### config.mk
export PLATFORM = sky130hd
export DESIGN_NAME = intr_ctrl8_flat
export DESIGN_NICKNAME = d
export VERILOG_FILES = /design/src/rtl/intr_ctrl8_if.sv /design/src/rtl/intr_ctrl8.sv /design/src/flat_wrapper.sv
export SDC_FILE = /design/constraint.sdc
export NUM_CORES = 1
export LEC_CHECK = 0
export BUFFER_PORTS_ARGS = -buffer_cell sky130_fd_sc_hd__buf_2
export CELL_PAD_IN_SITES_DETAIL_PLACEMENT = 0
export CELL_PAD_IN_SITES_GLOBAL_PLACEMENT = 2
export CORE_MARGIN = 4
export CORE_UTILIZATION = 30
export DETAILED_ROUTE_END_ITERATION = 12
export PLACE_DENSITY = 0.8
export SETUP_SLACK_MARGIN = 0.4
export SYNTH_ARGS = -nofsm -noshare
export SYNTH_HDL_FRONTEND = slang
export SYNTH_SLANG_ARGS = --single-unit
### constraint.sdc
create_clock -name clk -period 1.7 [get_ports clk]
set_clock_uncertainty 0.05 [all_clocks]
set_input_delay 0.255 -clock clk [delete_from_list [all_inputs] [get_ports clk]]
set_output_delay 0.255 -clock clk [all_outputs]
set_load 0.02 [all_outputs]
### src/rtl/intr_ctrl8_if.sv
// Interrupt controller request/grant bundle: host-side requests, mask writes and ack/eoi in,
// registered grant state out.
interface intr_ctrl8_if;
    logic [7:0] req;
    logic       mask_we;
    logic [7:0] mask_d;
    logic       ack;
    logic       eoi;
    logic       irq;
    logic [2:0] vec;
    logic       busy;
    logic [7:0] pend;

    modport slave  (input  req, mask_we, mask_d, ack, eoi,
                    output irq, vec, busy, pend);
    modport master (output req, mask_we, mask_d, ack, eoi,
                    input  irq, vec, busy, pend);
endinterface

### src/rtl/intr_ctrl8.sv
// 8-channel edge-triggered interrupt controller, fixed or rotating priority, one grant at a time.
// req edge -> pend after 1 clk -> irq after 2 clks; host paces service with ack/eoi, extra edges stay pending.
module intr_ctrl8 #(
    parameter bit ROTATE = 1'b0
) (
    input  logic         clk,
    input  logic         rst_n,
    intr_ctrl8_if.slave  bus
);
    typedef enum logic [1:0] {S_IDLE, S_REQ, S_SERVICE} state_t;

    state_t     r_state;
    logic [7:0] r_req_q;
    logic [7:0] r_pend;
    logic [7:0] r_mask;
    logic       r_irq;
    logic [2:0] r_vec;
    logic       r_busy;
    logic [2:0] r_lp;

    state_t     w_state_nxt;
    logic       w_irq_nxt;
    logic [2:0] w_vec_nxt;
    logic       w_busy_nxt;
    logic [2:0] w_lp_nxt;
    logic [7:0] w_clr;
    logic [7:0] w_edge;
    logic [7:0] w_elig;
    logic [2:0] w_lp_eff;
    logic [2:0] w_win;
    logic       w_found;
    logic       w_abort;

    assign w_edge   = bus.req & ~r_req_q;
    assign w_elig   = r_pend & ~r_mask;
    // With lp held at 0 the rotating search order degenerates to 7..0, so one arbiter serves both modes.
    assign w_lp_eff = ROTATE ? r_lp : 3'd0;
    assign w_abort  = bus.mask_we & bus.mask_d[r_vec];

    always_comb begin
        logic [2:0] ch;
        ch      = 3'd0;
        w_win   = 3'd0;
        w_found = 1'b0;
        for (int i = 0; i < 8; i++) begin
            ch = w_lp_eff - 3'd1 - 3'(i);
            if (!w_found && w_elig[ch]) begin
                w_win   = ch;
                w_found = 1'b1;
            end
        end
    end

    always_comb begin
        w_state_nxt = r_state;
        w_irq_nxt   = r_irq;
        w_vec_nxt   = r_vec;
        w_busy_nxt  = r_busy;
        w_lp_nxt    = r_lp;
        w_clr       = 8'h00;
        case (r_state)
            S_IDLE: begin
                w_irq_nxt = 1'b0;
                if (w_found) begin
                    w_state_nxt = S_REQ;
                    w_vec_nxt   = w_win;
                    w_irq_nxt   = 1'b1;
                end
            end
            S_REQ: begin
                w_irq_nxt = 1'b1;
                // Masking the granted channel withdraws the grant even if ack arrives together.
                if (w_abort) begin
                    w_state_nxt = S_IDLE;
                    w_irq_nxt   = 1'b0;
                end else if (bus.ack) begin
                    w_state_nxt = S_SERVICE;
                    w_irq_nxt   = 1'b0;
                    w_busy_nxt  = 1'b1;
                    w_clr       = 8'h01 << r_vec;
                end
            end
            S_SERVICE: begin
                w_busy_nxt = 1'b1;
                if (bus.eoi) begin
                    w_state_nxt = S_IDLE;
                    w_busy_nxt  = 1'b0;
                    if (ROTATE) w_lp_nxt = r_vec;
                end
            end
            default: begin
                w_state_nxt = S_IDLE;
                w_irq_nxt   = 1'b0;
                w_busy_nxt  = 1'b0;
            end
        endcase
    end

    always_ff @(posedge clk or negedge rst_n) begin
        if (!rst_n) begin
            r_state <= S_IDLE;
            r_req_q <= 8'h00;
            r_pend  <= 8'h00;
            r_mask  <= 8'h00;
            r_irq   <= 1'b0;
            r_vec   <= 3'd0;
            r_busy  <= 1'b0;
            r_lp    <= 3'd0;
        end else begin
            r_state <= w_state_nxt;
            r_req_q <= bus.req;
            // A new edge on the channel being acked wins over the clear.
            r_pend  <= (r_pend & ~w_clr) | w_edge;
            if (bus.mask_we) r_mask <= bus.mask_d;
            r_irq   <= w_irq_nxt;
            r_vec   <= w_vec_nxt;
            r_busy  <= w_busy_nxt;
            r_lp    <= w_lp_nxt;
        end
    end

    assign bus.irq  = r_irq;
    assign bus.vec  = r_vec;
    assign bus.busy = r_busy;
    assign bus.pend = r_pend;
endmodule

### src/flat_wrapper.sv
// flat-port wrapper written by rule: the top's interface ports become plain ports
module intr_ctrl8_flat 
#(
    parameter bit ROTATE = 1'b0
)
  (clk, rst_n, bus_req, bus_mask_we, bus_mask_d, bus_ack, bus_eoi, bus_irq, bus_vec, bus_busy, bus_pend);
  intr_ctrl8_if bus_i ();
  input  logic clk;
  input  logic rst_n;
  input wire logic [$bits(bus_i.req)-1:0] bus_req;
  input wire logic [$bits(bus_i.mask_we)-1:0] bus_mask_we;
  input wire logic [$bits(bus_i.mask_d)-1:0] bus_mask_d;
  input wire logic [$bits(bus_i.ack)-1:0] bus_ack;
  input wire logic [$bits(bus_i.eoi)-1:0] bus_eoi;
  output wire logic [$bits(bus_i.irq)-1:0] bus_irq;
  output wire logic [$bits(bus_i.vec)-1:0] bus_vec;
  output wire logic [$bits(bus_i.busy)-1:0] bus_busy;
  output wire logic [$bits(bus_i.pend)-1:0] bus_pend;
  assign bus_i.req = bus_req;
  assign bus_i.mask_we = bus_mask_we;
  assign bus_i.mask_d = bus_mask_d;
  assign bus_i.ack = bus_ack;
  assign bus_i.eoi = bus_eoi;
  assign bus_irq = bus_i.irq;
  assign bus_vec = bus_i.vec;
  assign bus_busy = bus_i.busy;
  assign bus_pend = bus_i.pend;
  intr_ctrl8 #(.ROTATE(ROTATE)) u_core (.clk(clk), .rst_n(rst_n), .bus(bus_i));
endmodule
==> flow_summary.json <==
{
  "hold_end": "u_core.r_req_q[7]",
  "row_count": 25,
  "antenna_found_initial": 0,
  "hold_viol_final": 0,
  "yosys_warnings": 0,
  "min-delay-start": "bus_req[7]",
  "start_util": 0.3088,
  "violations": "setup timing",
  "startpoint_type": "register",
  "viasPerCell": 4.806,
  "grt_usage": 0.1296,
  "insertion_delay_ns": 0.28,
  "drive_gt1_frac": 0.5691,
  "die_w_um": 77.50,
  "die_h_um": 77.50,
  "seq_area_frac_synth": 0.5354,
  "internal-power_mw": 2.000,
  "drtPass1Iterations": 4,
  "synth_area_um2": 1449,
  "via_count": 1163,
  "path_class": "reg -> reg",
  "postRouteAntennaNets": 0,
  "syn_nets": 154,
  "dp.cells": 223,
  "dp_hpwl_um": 2798,
  "avgRoutedWirePerCell_um": 15.36,
  "rr_startpoint": "u_core.bus.vec[0]",
  "slew_viol_final": 0,
  "maxCapViolations": 0,
  "synthCells": 130,
  "dieArea_um2": 6005,
  "worstPathArrival_ns": 1.94,
  "drc": 0,
  "drt-initial-drc-count": 39,
  "tightest_slew_ns": 0.6859,
  "worstHoldPathCells": 1,
  "port_buffers": 33,
  "grt.overflow.total": 0,
  "path_clk_slew_ns": 0.07,
  "max_slew_margin": 0.5427,
  "ir_worst_vdd_v": 0.0007720,
  "p_per_area_nw_per_um2": 1505,
  "finalSetupViolCount": 7,
  "grt_max_degree": 32,
  "reg2reg_to": "u_core.bus.pend[4]",
  "cp_data_required_time_ns": 1.81,
  "cts_tree": "yes",
  "place_congestion": 0.7981,
  "final_cell_area_um2": 2152,
  "placed_area_um2": 1818,
  "worstSetupStartpoint": "u_core.bus.vec[0]",
  "avgSynthCellArea_um2": 11.15,
  "routed_wl_um": 3716,
  "hold_class": "in -> reg",
  "cts_sinks": 31,
  "clockPowerShare": 0.175,
  "rrSetupSlack_ns": -0.13,
  "fillers": 455,
  "area_growth_pct": 48.53,
  "endpoint_kind": "register",
  "finalNonFillerCells": 242,
  "num_antenna_cells": 0,
  "num_io_pins": 34,
  "multiInputGateArea_um2": 784.5,
  "cts_buffer_depth": 2,
  "p_switching_mw": 1.237,
  "power_leakage_nw": 0.9686,
  "grt_pass1_wl_um": 6175,
  "yosysUniqueCellTypes": 31,
  "period_minus_slack_ns": 1.830,
  "fin_ws_ns": -0.1303,
  "seqPwrFrac": 0.328,
  "first_global_vias": 1323,
  "fin_crit_sh": 1.077,
  "combPwrFrac": 0.497,
  "finalNetCount": 211,
  "htree_levels": 2,
  "grt_setup_unrepaired": "true",
  "cp_max_fo": 5,
  "core_area_um2": 4692,
  "power_mw": 3.238,
  "outcome": "finished, violations left",
  "swShare": 0.3822,
  "cts_buffers": 5,
  "cts-root-buf": "clkbuf_8",
  "ff_latch_area_um2": 785.8,
  "ys_ff_latch": 31,
  "utilization": 0.4587,
  "fmax_mhz": 546.3,
  "reg2reg_depth": 4
}
==> cells by family (layout without fill, tap and decap cells) <==
kind of cell	after synthesis	count (layout)	share of synthesized area
DFF	31	31	0.5354
buffers and inverters	18	76	0.05785
and+or+nand+nor	31	31	0.1174
AOI/OAI and AO/OA	36	36	0.1719
muxes	11	11	0.09154
adders and majority gates	3	3	0.02591
==> timing repair <==
item | in CTS | in global routing
hold buffers | 1 | 0
endpoints found under the setup margin | 18 | 19
gates resized for setup | 21 | 25
pin swaps | 5 | 8
buffers inserted | 4 | 6
hold endpoints to repair | 31 | 0
==> power groups by stage <==
stage | Sequential [mW] | Combinational (mW) | Clock (mW)
4_1_cts | 1.05 | 1.41 | 0.578
6_report | 1.06 | 1.61 | 0.565
5_1_grt | 1.09 | 1.74 | 0.614
3_3_place_gp | 1.05 | 1.17 | 0
2_1_floorplan | 1.13 | 0.704 | 0
3_5_place_dp | 1.06 | 1.20 | 0
==> flip-flops by register name, indices dropped and copies added, names as in the netlist <==
name and cells:
u_core.bus.busy 1, u_core.bus.irq 1, u_core.r_state 2, u_core.bus.vec 3
u_core.bus.pend 8, u_core.r_mask 8, u_core.r_req_q 8
==> cell type report <==
class,count,area share
Sequential cell,31,0.3651
Timing Repair Buffer,53,0.1733
Clock inverter,2,0.005814
Multi-Input combinational cell,81,0.3645
Tap cell,54,0.03140
Clock buffer,6,0.03372
Inverter,15,0.02616
==> Yosys cell counts <==
| cell | instances | area share |
|---|---|---|
| nor2b_1 | 9 | 0.039 |
| dfrtp_1 | 31 | 0.54 |
| a31oi_1 | 3 | 0.013 |
| ha_1 | 3 | 0.026 |
| buf_6 | 2 | 0.016 |
| o21ai_1 | 1 | 0.0035 |
| a211o_1 | 1 | 0.0060 |
| nand2_1 | 8 | 0.021 |
| o31ai_1 | 3 | 0.016 |
| a311oi_2 | 1 | 0.010 |
| mux2i_1 | 2 | 0.014 |
| inv_1 | 15 | 0.039 |
| nor2_1 | 6 | 0.016 |
| nor4_1 | 1 | 0.0043 |
| a32o_1 | 1 | 0.0069 |
| a31o_2 | 1 | 0.0060 |
| or2b_1 | 1 | 0.0052 |
| or3_4 | 1 | 0.0078 |
| o2bb2ai_1 | 1 | 0.0060 |
| o21ai_0 | 16 | 0.055 |
| a2111oi_0 | 1 | 0.0060 |
| o21bai_1 | 1 | 0.0052 |
| o21ai_2 | 1 | 0.0060 |
| a221oi_4 | 1 | 0.018 |
| buf_2 | 1 | 0.0035 |
| a21oi_1 | 4 | 0.014 |
| mux4_2 | 1 | 0.016 |
| and4b_1 | 1 | 0.0069 |
| nand2b_1 | 3 | 0.013 |
| nand3b_1 | 1 | 0.0052 |
| mux2_2 | 8 | 0.062 |
==> worst max-delay path, cell delays in order, from the launching register on <==
cell and delay, ns:
dfrtp_2 0.41, mux4_2 0.57, a211o_4 0.39, o31ai_2 0.20, o21ai_1 0.10
==> how the worst max path moves through the flow <==
| stage | endpoint | slack, ns |
|---|---|---|
| finish | u_core.bus.pend[4] | -0.13 |
| detailed placement | u_core.r_state[0] | -0.1 |
| global placement | u_core.bus.pend[4] | -0.04 |
| CTS | u_core.r_state[0] | -0.09 |
| global route | u_core.r_state[0] | -0.19 |
| floorplan | u_core.bus.pend[4] | -0.08 |
==> cells in the final DEF (no fill, tap or decap), drive strengths merged, types with 4 or more instances in the layout <==
cell     n
buf     52
dfrtp   31
o21ai   18
inv     15
nor2b    9
mux2     8
nand2    8
nor2     6
clkbuf   6
a21oi    4
==> per-layer routing <==
metal	share of wire	vias up	GRT usage
met3	0.037	5	0.02668
li1	-	562	-
met1	0.43	572	0.1598
met4	0.0086	0	0.04270
met5	0	-	0
met2	0.52	24	0.2254
==> per-stage QoR <==
stage | hold WS (ns) | setup WS, ns | TNS, ns
finish | 0.03923 | -0.1303 | -0.4595
global route | 0.02946 | -0.1869 | -1.194
CTS | 0.03237 | -0.08506 | -0.3395
detailed placement | 0.2903 | -0.09931 | -0.2099
global placement | 0.2884 | -0.03748 | -0.04718
floorplan | -0.09059 | -0.08178 | -0.2736
Note: power is estimated with default switching activity, not from simulation.
